**src/rtl/fetch_queue.sv**
```systemverilog
// rtl/fetch_queue.sv - instruction prefetch queue between fetch port and IF/ID
// Optional zero-latency empty-queue bypass enabled by FETCH_QUEUE_BYPASS_EN.
module fetch_queue #(
  parameter int DEPTH = 4,
  parameter int XLEN  = 32
) (
  input  logic                     clk,
  input  logic                     rst_n,
  input  logic                     flush_i,
  input  logic                     in_valid_i,
  output logic                     in_ready_o,
  input  logic [XLEN-1:0]          in_pc_i,
  input  logic [XLEN-1:0]          in_instr_i,
  output logic                     out_valid_o,
  input  logic                     out_ready_i,
  output logic [XLEN-1:0]          out_pc_o,
  output logic [XLEN-1:0]          out_instr_o,
  output logic [$clog2(DEPTH):0]   count_o
);

  localparam int AW = $clog2(DEPTH);
  localparam int CW = AW + 1;
  localparam logic [XLEN-1:0] NOP = XLEN'(32'h0000_0013);

  logic [XLEN-1:0] pc_mem    [DEPTH];
  logic [XLEN-1:0] instr_mem [DEPTH];
  logic [AW-1:0]   wr_ptr_q, rd_ptr_q;
  logic [CW-1:0]   count_q;
  logic            empty;
  logic            bypass_hit;
  logic            head_valid;
  logic            push_en;
  logic            pop_en;

  assign empty      = (count_q == '0);
  assign in_ready_o = rst_n && (count_q < CW'(DEPTH));
  assign count_o    = count_q;

`ifdef FETCH_QUEUE_BYPASS_EN
  // Empty queue forwards the fetch entry straight through; gated by reset so
  // the outputs stay quiet while rst_n is low.
  assign bypass_hit = rst_n && empty && in_valid_i && !flush_i;
`else
  assign bypass_hit = 1'b0;
`endif

  assign head_valid  = !empty;
  assign out_valid_o = head_valid || bypass_hit;

  // A bypassed entry consumed in the same cycle never lands in storage.
  assign push_en = in_valid_i && in_ready_o && !flush_i && !(bypass_hit && out_ready_i);
  assign pop_en  = head_valid && out_ready_i && !flush_i;

  always_comb begin
    out_pc_o    = '0;
    out_instr_o = NOP;
    if (bypass_hit) begin
      out_pc_o    = in_pc_i;
      out_instr_o = in_instr_i;
    end else if (head_valid) begin
      out_pc_o    = pc_mem[rd_ptr_q];
      out_instr_o = instr_mem[rd_ptr_q];
    end
  end

  always_ff @(posedge clk) begin
    if (push_en) begin
      pc_mem[wr_ptr_q]    <= in_pc_i;
      instr_mem[wr_ptr_q] <= in_instr_i;
    end
  end

  always_ff @(posedge clk or negedge rst_n) begin
    if (!rst_n) begin
      wr_ptr_q <= '0;
      rd_ptr_q <= '0;
      count_q  <= '0;
    end else if (flush_i) begin
      wr_ptr_q <= '0;
      rd_ptr_q <= '0;
      count_q  <= '0;
    end else begin
      if (push_en) wr_ptr_q <= wr_ptr_q + AW'(1);
      if (pop_en)  rd_ptr_q <= rd_ptr_q + AW'(1);
      count_q <= count_q + CW'(push_en) - CW'(pop_en);
    end
  end

endmodule

```
**config.mk**
```make
export PLATFORM = sky130hd
export DESIGN_NAME = fetch_queue
export DESIGN_NICKNAME = d
export VERILOG_FILES = /design/src/rtl/fetch_queue.sv
export SDC_FILE = /design/constraint.sdc
export NUM_CORES = 1
export LEC_CHECK = 0
export CORE_MARGIN = 4
export CORE_UTILIZATION = 35
export CTS_BUF_LIST = sky130_fd_sc_hd__clkbuf_8
export CTS_CLUSTER_DIAMETER = 40
export CTS_CLUSTER_SIZE = 20
export DETAILED_ROUTE_END_ITERATION = 16
export DONT_BUFFER_PORTS = 1
export SYNTH_ARGS = -nofsm -noshare
export SYNTH_HDL_FRONTEND = slang
export SYNTH_SLANG_ARGS = --single-unit
```
**constraint.sdc**
```tcl
create_clock -name clk -period 3.3 [get_ports clk]
set_input_delay 0.66 -clock clk [delete_from_list [all_inputs] [get_ports clk]]
set_output_delay 0.66 -clock clk [all_outputs]
set_load 0.05 [all_outputs]
```
# Yosys cells after proc, flatten, opt, wreduce, memory -nomap -nowiden
# Memory sizes are Yosys's and may differ from the RTL's.
# Cells that the tools add are included.
[totals]
output_inout_bits = 69
ramBits = 256
wordCells = 29
memories = 2
regBits = 7
inputBits = 69
[memory_table]
columns = ["memory", "depth", "word_bits", "rd", "rd_ports_with_merged_regs", "write_ports", "line_no", "rtl"]
rows = [
  ["instr_mem", 4, 32, 1, 0, 1, "26", "logic [XLEN-1:0] instr_mem [DEPTH];"],
  ["pc_mem", 4, 32, 1, 0, 1, "25", "logic [XLEN-1:0] pc_mem [DEPTH];"],
]
[classes]
muxes = 9
addsub = 4
n_lt_le_gt_ge = 1
n_reduce_logical = 10
[ops]
columns = ["cell", "count"]
rows = [
  ["two-way mux 32 bit", 2],
  ["two-way mux 2 bit", 4],
  ["logical AND 1 bit", 5],
  ["adder 2 x 1 -> 2 bit (second input constant)", 2],
  ["nonzero test 2 bit", 2],
  ["adder 3 x 1 -> 3 bit", 1],
  ["logical NOT 3 bit", 1],
  ["less-than comparator 3 bit (second input constant)", 1],
  ["two-way mux 3 bit", 1],
  ["subtractor 3 x 1 -> 3 bit", 1],
  ["logical NOT 1 bit", 2],
  ["two-way mux 1 bit", 2],
]

# Longest topological paths before layout
# Gate-level depths: netlist of the first run.
[logic_depth]
ltp_word = 7
mapped_depth = 11
ltp_nobuf = 11

# Worst setup path after synthesis of the first run
# No wires, ideal clock.
[synth_path]
path_type = "register to register"
startpoint = "register count_q[2], in the netlist count_o[2]"
endpoint = "memory instr_mem[0][0] (enable)"
synth_period_minus_slack_ns = 3.082
setup_ns = 0.429
t_required_ns = 2.871
path_slack_ns = 0.218
arrival_time_ns = 2.653
path_buffers = 0
path_stages_with_launch = 4
cell_sequence = "dfrtp_1 nand3b_1 nor2_1 and2_1"
[synth_between]
elab_chain_len = 6
[synth_rtl]
columns = ["item", "line_no", "rtl"]
rows = [
  ["start: declaration", "28", "logic [CW-1:0] count_q;"],
  ["start signal: assignment", "85", "count_q <= count_q + CW'(push_en) - CW'(pop_en);"],
  ["less-than comparator 3 bit", "36", "assign in_ready_o = rst_n && (count_q < CW'(DEPTH));"],
  ["logical AND 1 bit", "36", ""],
  ["logical AND 1 bit (2 in a row)", "51", "assign push_en = in_valid_i && in_ready_o && !flush_i && !(bypass_hit && out_ready_i);"],
  ["two-way mux 1 bit", "67", "if (push_en) begin"],
  ["two-way mux 1 bit (not written as such)", "69", "instr_mem[wr_ptr_q] <= in_instr_i;"],
  ["end: declaration", "26", ""],
]
# No other way between the ends.

# Worst setup path in the final report of the first run
[layout_path]
startpoint = "register rd_ptr_q[0]"
endpoint = "output port out_pc_o[18]"
[layout_between]
elab_chain_len = 2
[layout_rtl]
columns = ["item", "line_no", "rtl"]
rows = [
  ["start: declaration", "27", "logic [AW-1:0] wr_ptr_q, rd_ptr_q;"],
  ["start signal: assignment", "84", "if (pop_en) rd_ptr_q <= rd_ptr_q + AW'(1);"],
  ["memory (4 x 32 bit)", "-", ""],
  ["two-way mux 32 bit", "60", "end else if (head_valid) begin"],
  ["end: declaration", "16", "output logic [XLEN-1:0] out_pc_o,"],
]
# No other way between the ends.

==> results of run 1 <==
per-stage QoR:
step / setup WS, ns / power, mW
3_3_place_gp: 0.545 / 6.71
3_5_place_dp: 0.535 / 6.76
4_1_cts: 0.00914 / 9.80
5_1_grt: 0.000320 / 10.1
2_1_floorplan: 0.218 / 6.34
6_report: 0.161 / 9.62
critical path, cell delays in order (launching register included):
cell     delay (ns)
dfrtp_4        0.70
buf_4          0.35
mux4_2         0.56
and2_1         0.35
worst max-delay path by stage:
stage / start / end / slack [ns] / depth (start not counted)
2_1_floorplan: count_o[2] / instr_mem[0][0] / 0.22 / 3
3_3_place_gp: count_o[1] / out_instr_o[26] / 0.55 / 4
3_5_place_dp: count_o[1] / out_pc_o[4] / 0.54 / 4
4_1_cts: rd_ptr_q[1] / out_instr_o[13] / 0.009 / 2
5_1_grt: rd_ptr_q[0] / out_pc_o[18] / 0.0003 / 3
6_report: rd_ptr_q[0] / out_pc_o[18] / 0.16 / 3
routing by layer:
metal	up-vias	part of all wire, %	global-route usage (%)	wire length (µm)
li1	1886	-	-	-
met1	2256	36	13.4	7040
met2	126	53	22.0	10200
met3	45	8.4	4.73	1620
met4	0	2.6	3.90	509
met5	-	0	0	0
registers in the layout, summed over array words and instances, names as in the netlist:
| name | cells |
|---|---|
| wr_ptr_q | 2 |
| pc_mem | 128 |
| count_o | 3 |
| rd_ptr_q | 2 |
| instr_mem | 128 |
cell families (layout without fill, tap and decap cells):
family | count (synthesis) | after routing
muxes | 65 | 65
DFF | 263 | 263
xor gates and xnor gates | 3 | 3
and+or+nand+nor | 83 | 83
AOI/OAI and AO/OA | 3 | 3
buffers and inverters | 27 | 83
adders and majority gates | 7 | 7
power by group:
part / total [mW] / leakage, nW / switching [mW] / internal (mW)
logic: 2.71 / 0.751 / 1.96 / 0.755
registers: 3.92 / 2.40 / 0.153 / 3.77
clock network: 2.99 / 0.447 / 1.26 / 1.73
repair_timing:
item                       in CTS  in global routing
setup endpoints to repair      50                 36
hold endpoints to repair        7                  0
buffers inserted                0                  1
gates resized for setup         1                  1
hold buffers                    1                  0
gates cloned                    0                  0
cell usage in the layout, fill, tap and decap left out, drive strengths merged, types with 7 or more instances in the layout:
cell type and count:
clkbuf 37, buf 13, dfrtp 7, mux4 64, edfxtp 256, and2 66, nor2 7, inv 15
bufinv 8
layout make-up:
type	count	share of cell area (%)
multi-input combinational	161	18.2
inverter	6	0.195
tap	378	4.09
clock inverter	26	3.28
timing repair buffer	14	1.79
clock buffer	37	4.40
sequential	263	68.0
==> qor.txt, run 1 <==
RSZ-0062 raised after global routing = no
Flop2flop setup slack = 0.67 ns
Top FF cell, synth = edfxtp_1
Post-synthesis compound-gate area fraction = 0.173%
Multi-input gate area = 2110 µm²
Cell taking the most area after synthesis = edfxtp_1
Xor/xnor share of the synthesized area = 0.260%
Crit path DAT = 2.48 ns
Placed cell areas = 10600 µm²
Post-synth top area share = 76.1%
Register Area = 7870 µm²
Simple-gate share of the synthesized area = 4.98%
Period minus WS final = 3.14 ns
Number of max-cap violations = 0
Adder-cell share of the synthesized area = 0.941%
Run status = complete, no violations
Port buffer count = 0
Crit path max fanout = 18
Synth Register Bits = 263
Async SR Flop Fraction = 2.66%
Clock Tree Buf Depth = 3
First-pass GRT wire length = 29.3 mm
Remaining routing DRC violations = 0
Final setup viols = 0
Final period utilization = 95.1%
Via density per instance = 4.87
Number of H-tree levels = 2
Ratio of cells with drive above 1 in the final layout = 28.6%
Largest net degree at the start of global routing = 67
Syn Nets = 527
Mapped Cells = 451
Via count = 4313
Clock latency on the worst-skew pair = 0.52 ns
WHS = 0.190 ns
TritonCTS clock tree = yes
Worst-case vdd ir drop = 559 µV
Lkg Pwr = 3.60 nW
I/O pins = 138
Rel. slew slack = 56.7%
Area contributors post-synth = edfxtp_1, mux4_2, and2_1
DR iter-0 viols = 247
Final Cell Area = 11600 µm²
Worst hold endpoint = count_o[1]
Initial Utilization = 35.9%
Largest family of logic cells by synthesized area = multiplexers
EDFF count, synth = 256
Antenna cells = 0
Seq/Total Area, Yosys = 77.8%
CP Class = reg -> out
Cts bufs inserted = 36
Clock-pin slew on the worst setup and hold paths = 0.08 ns
Reg-to-reg endpoint = count_o[2]
# rows = 61
Number of global-route vias before repair = 4855
Most frequent cell after synthesis = edfxtp_1
Mapped Area = 10100 µm²
Average cell area after synthesis = 22.4 µm²
Core footprint = 28200 µm²
Final Max Tran Viols = 0
Final net count = 558
Clk sinks = 263
Synth unique cells = 24
Maximum clock rate = 319 MHz
Die height = 178 µm
Finished Layout Cells = 885
Mux cell area share after synthesis = 14.4%
DIE AREA = 31600 µm²
Detail Route Antenna Nets = 0
Final Core Density = 41.1%
Die width = 178 µm
Final hold violations = 0
Setup Skew = 0.0231 ns
Worst r2r path cells = 11
DPL Wire Length = 11.2 mm
GRT Total Usage = 12.3%
Setup tns final = 0 ns
Dpl cells = 820
Worst setup EP type = output port
CP Data Required Time = 2.64 ns
Post-synth top cells = edfxtp_1, and2_1, mux4_2, clkbuf_1
Hold crit path type = in -> reg
Gr ovfl total = 0
Worst Hold Depth = 1
Initial antenna violation count = 0
Number of synthesis warnings = 0
Min-delay src = flush_i
Layout filler cell count = 2431
CTS Root Cell = clkbuf_8
PwrDens = 831 nW/µm²
Slew @ Worst Pin = 0.649 ns
GP Congestion = 0.679
R2R Path Start = count_o[2]
Initial DRT Pass Iterations = 6
Routed wire length = 19.4 mm
Area delta synth->final = 14.5%
DR WL/cell = 21.9 µm
CP startpoint kind = register
No activity file was read; power rests on OpenSTA's default activity.
==> run 2, diff against run 1 <==
Settings changed: ABC_CLOCK_PERIOD_IN_PS set to 3300, CTS_CLUSTER_DIAMETER 40 to unset.
==> qor.txt, run 2 (synthesis gave the netlist of run 1 again) <==
Clock-pin slew on the worst setup and hold paths = 0.05 ns (was 0.08 ns)
CP Data Required Time = 2.64 ns (about the same)
Final hold violations = 0 (unchanged)
Number of max-cap violations = 0 (unchanged)
TritonCTS clock tree = yes (unchanged)
Detail Route Antenna Nets = 0 (unchanged)
Clk pwr share = 27.3% (was 31.1%)
Hold crit path type = in -> reg (unchanged)
Cell breakdown of the critical path = buf_4 > mux4_2 > and2_1 (unchanged)
DR iter-0 viols = 225 (was 247)
Top sig layer = met4 (unchanged)
GRT Total Usage = 12.3% (about the same)
Clk sinks = 263 (unchanged)
Ratio of cells with drive above 1 in the final layout = 26.7% (was 28.6%)
Remaining routing DRC violations = 0 (unchanged)
Crit path DAT = 2.45 ns (was 2.48 ns)
I/O pins = 138 (unchanged)
Final setup viols = 0 (unchanged)
Crit path max fanout = 18 (unchanged)
DIE AREA = 31600 µm² (unchanged)
Logic gate share of total power = 29.7% (was 28.2%)
Initial Utilization = 35.9% (unchanged)
RSZ-0062 raised after global routing = no (unchanged)
Psw = 3.27 mW (was 3.37 mW)
Most frequent cells in the layout = edfxtp_1, mux4_2, and2_1 (unchanged)
Metal-1 WL = 7.11 mm (was 7.04 mm)
Worst-case vdd ir drop = 495 µV (was 559 µV)
Slew @ Worst Pin = 0.646 ns (was 0.649 ns)
# rows = 61 (unchanged)
Finished Layout Cells = 894 (was 885)
Clock Tree Buf Depth = 3 (unchanged)
Via density per instance = 4.86 (was 4.87)
Final Core Density = 40.6% (was 41.1%)
Final Max Tran Viols = 0 (unchanged)
DR WL/cell = 21.8 µm (was 21.9 µm)
Worst setup EP type = output port (unchanged)
Antenna cells = 0 (unchanged)
DPL Wire Length = 11.2 mm (unchanged)
GP Congestion = 0.679 (unchanged)
Dpl cells = 820 (unchanged)
Run status = complete, no violations (unchanged)
Slowest stage delay, CP = 0.69 ns (was 0.70 ns)
Port buffer count = 0 (unchanged)
Via count = 4347 (was 4313)
First-pass GRT wire length = 29.3 mm (about the same)
Cts bufs inserted = 43 (was 36)
Commonest non-fill, non-tap cell in the layout = edfxtp_1 (unchanged)
Seq pwr share = 43.0% (was 40.7%)
Number of global-route vias before repair = 4969 (was 4855)
Area delta synth->final = 13.2% (was 14.5%)
Total Power = 9.13 mW (was 9.62 mW)
Met2 WL = 10.3 mm (was 10.2 mm)
PwrDens = 798 nW/µm² (was 831 nW/µm²)
CP Class = reg -> out (unchanged)
Lkg Pwr = 3.59 nW (was 3.60 nW)
CTS Root Cell = clkbuf_8 (unchanged)
Setup Skew = 0.0140 ns (was 0.0231 ns)
Crit path max-delay cell type = dfrtp_4 (unchanged)
Clock latency on the worst-skew pair = 0.52 ns (about the same)
Cell internal pwr = 5.86 mW (was 6.25 mW)
Setup tns final = 0 ns (unchanged)
Largest net degree at the start of global routing = 67 (unchanged)
Final net count = 565 (was 558)
Die height = 178 µm (unchanged)
Core footprint = 28200 µm² (unchanged)
Period minus WS final = 3.11 ns (was 3.14 ns)
Rel. slew slack = 56.9% (was 56.7%)
Number of H-tree levels = 2 (unchanged)
Maximum clock rate = 322 MHz (was 319 MHz)
Gr ovfl total = 0 (unchanged)
Initial antenna violation count = 0 (unchanged)
Met3 wire length = 1.66 mm (was 1.62 mm)
Switching share of total power = 35.9% (was 35.0%)
Die width = 178 µm (unchanged)
CP startpoint kind = register (unchanged)
Final period utilization = 94.2% (was 95.1%)
Routed wire length = 19.5 mm (was 19.4 mm)
Initial DRT Pass Iterations = 4 (was 6)
-- run 2: cell count changes in the layout (fill, tap and decap cells not counted) --
cell and change:
inv_6 -5, clkinv_2 +4, inv_8 -2, clkinv_4 -1, clkinvlp_4 -3, inv_1 +9, clkbuf_8 +8, bufinv_16 -7
clkinv_8 -1, clkinv_1 +7
-- run 2: worst max-delay path, delay by kind of cell, from the launching register on --
family | cells | cell delay (ns)
and+or+nand+nor | 1 | 0.35
muxes | 1 | 0.55
DFF | 1 | 0.69
buffers and inverters | 1 | 0.35
-- run 2: metal layers --
metal	track usage [%]	up-vias
met5	0	-
met4	3.74	0
met3	5.07	42
met2	22.0	127
met1	13.3	2280
li1	-	1898
-- run 2: stage by stage --
stage	cell area, µm²	setup WS (ns)	hold WS, ns
after floorplan	10100	0.218	0.364
after global routing	11400	0.00661	0.156
after global placement	10600	0.545	0.365
final	11400	0.192	0.205
after CTS	11400	0.0342	0.155
after detailed placement	10600	0.535	0.365
-- run 2: power by group through the flow --
stage          sequential [mW]  combinational (mW)  clock [mW]
2_1_floorplan             3.91                2.43           0
3_3_place_gp              4.00                2.70           0
5_1_grt                   3.94                2.88        2.76
3_5_place_dp              4.01                2.74           0
6_report                  3.92                2.71        2.49
4_1_cts                   3.95                2.75        2.60
-- run 2: path summary, 6_finish.rpt --
path,from,endpoint,slack (ns),depth (start not counted)
worst max register to register,count_o[2],count_o[2],0.67,11
worst min register to register,wr_ptr_q[1],wr_ptr_q[1],0.62,2
worst min-delay path,flush_i,count_o[1],0.20,1
worst max-delay path,rd_ptr_q[0],out_pc_o[18],0.19,3
min in group asynchronous,rst_n,wr_ptr_q[1],0.47,1
max in group asynchronous,rst_n,rd_ptr_q[1],2.54,1
-- run 2: layout make-up --
| class | count | area, µm² |
|---|---|---|
| Timing Repair Buffer | 14 | 208 |
| Tap cell | 378 | 473 |
| Clock buffer | 45 | 619 |
| Sequential cell | 263 | 7870 |
| Fill cell | 2447 | 16700 |
| Inverter | 6 | 22.5 |
| Multi-Input combinational cell | 161 | 2110 |
| Clock inverter | 27 | 135 |
-- run 2: timing repair --
action / in CTS / in global routing
hold buffers: 1 / 0
resized for setup: 1 / 1
buffers inserted: 0 / 1
setup endpoints to repair: 50 / 35
endpoints found under the hold margin: 7 / 0
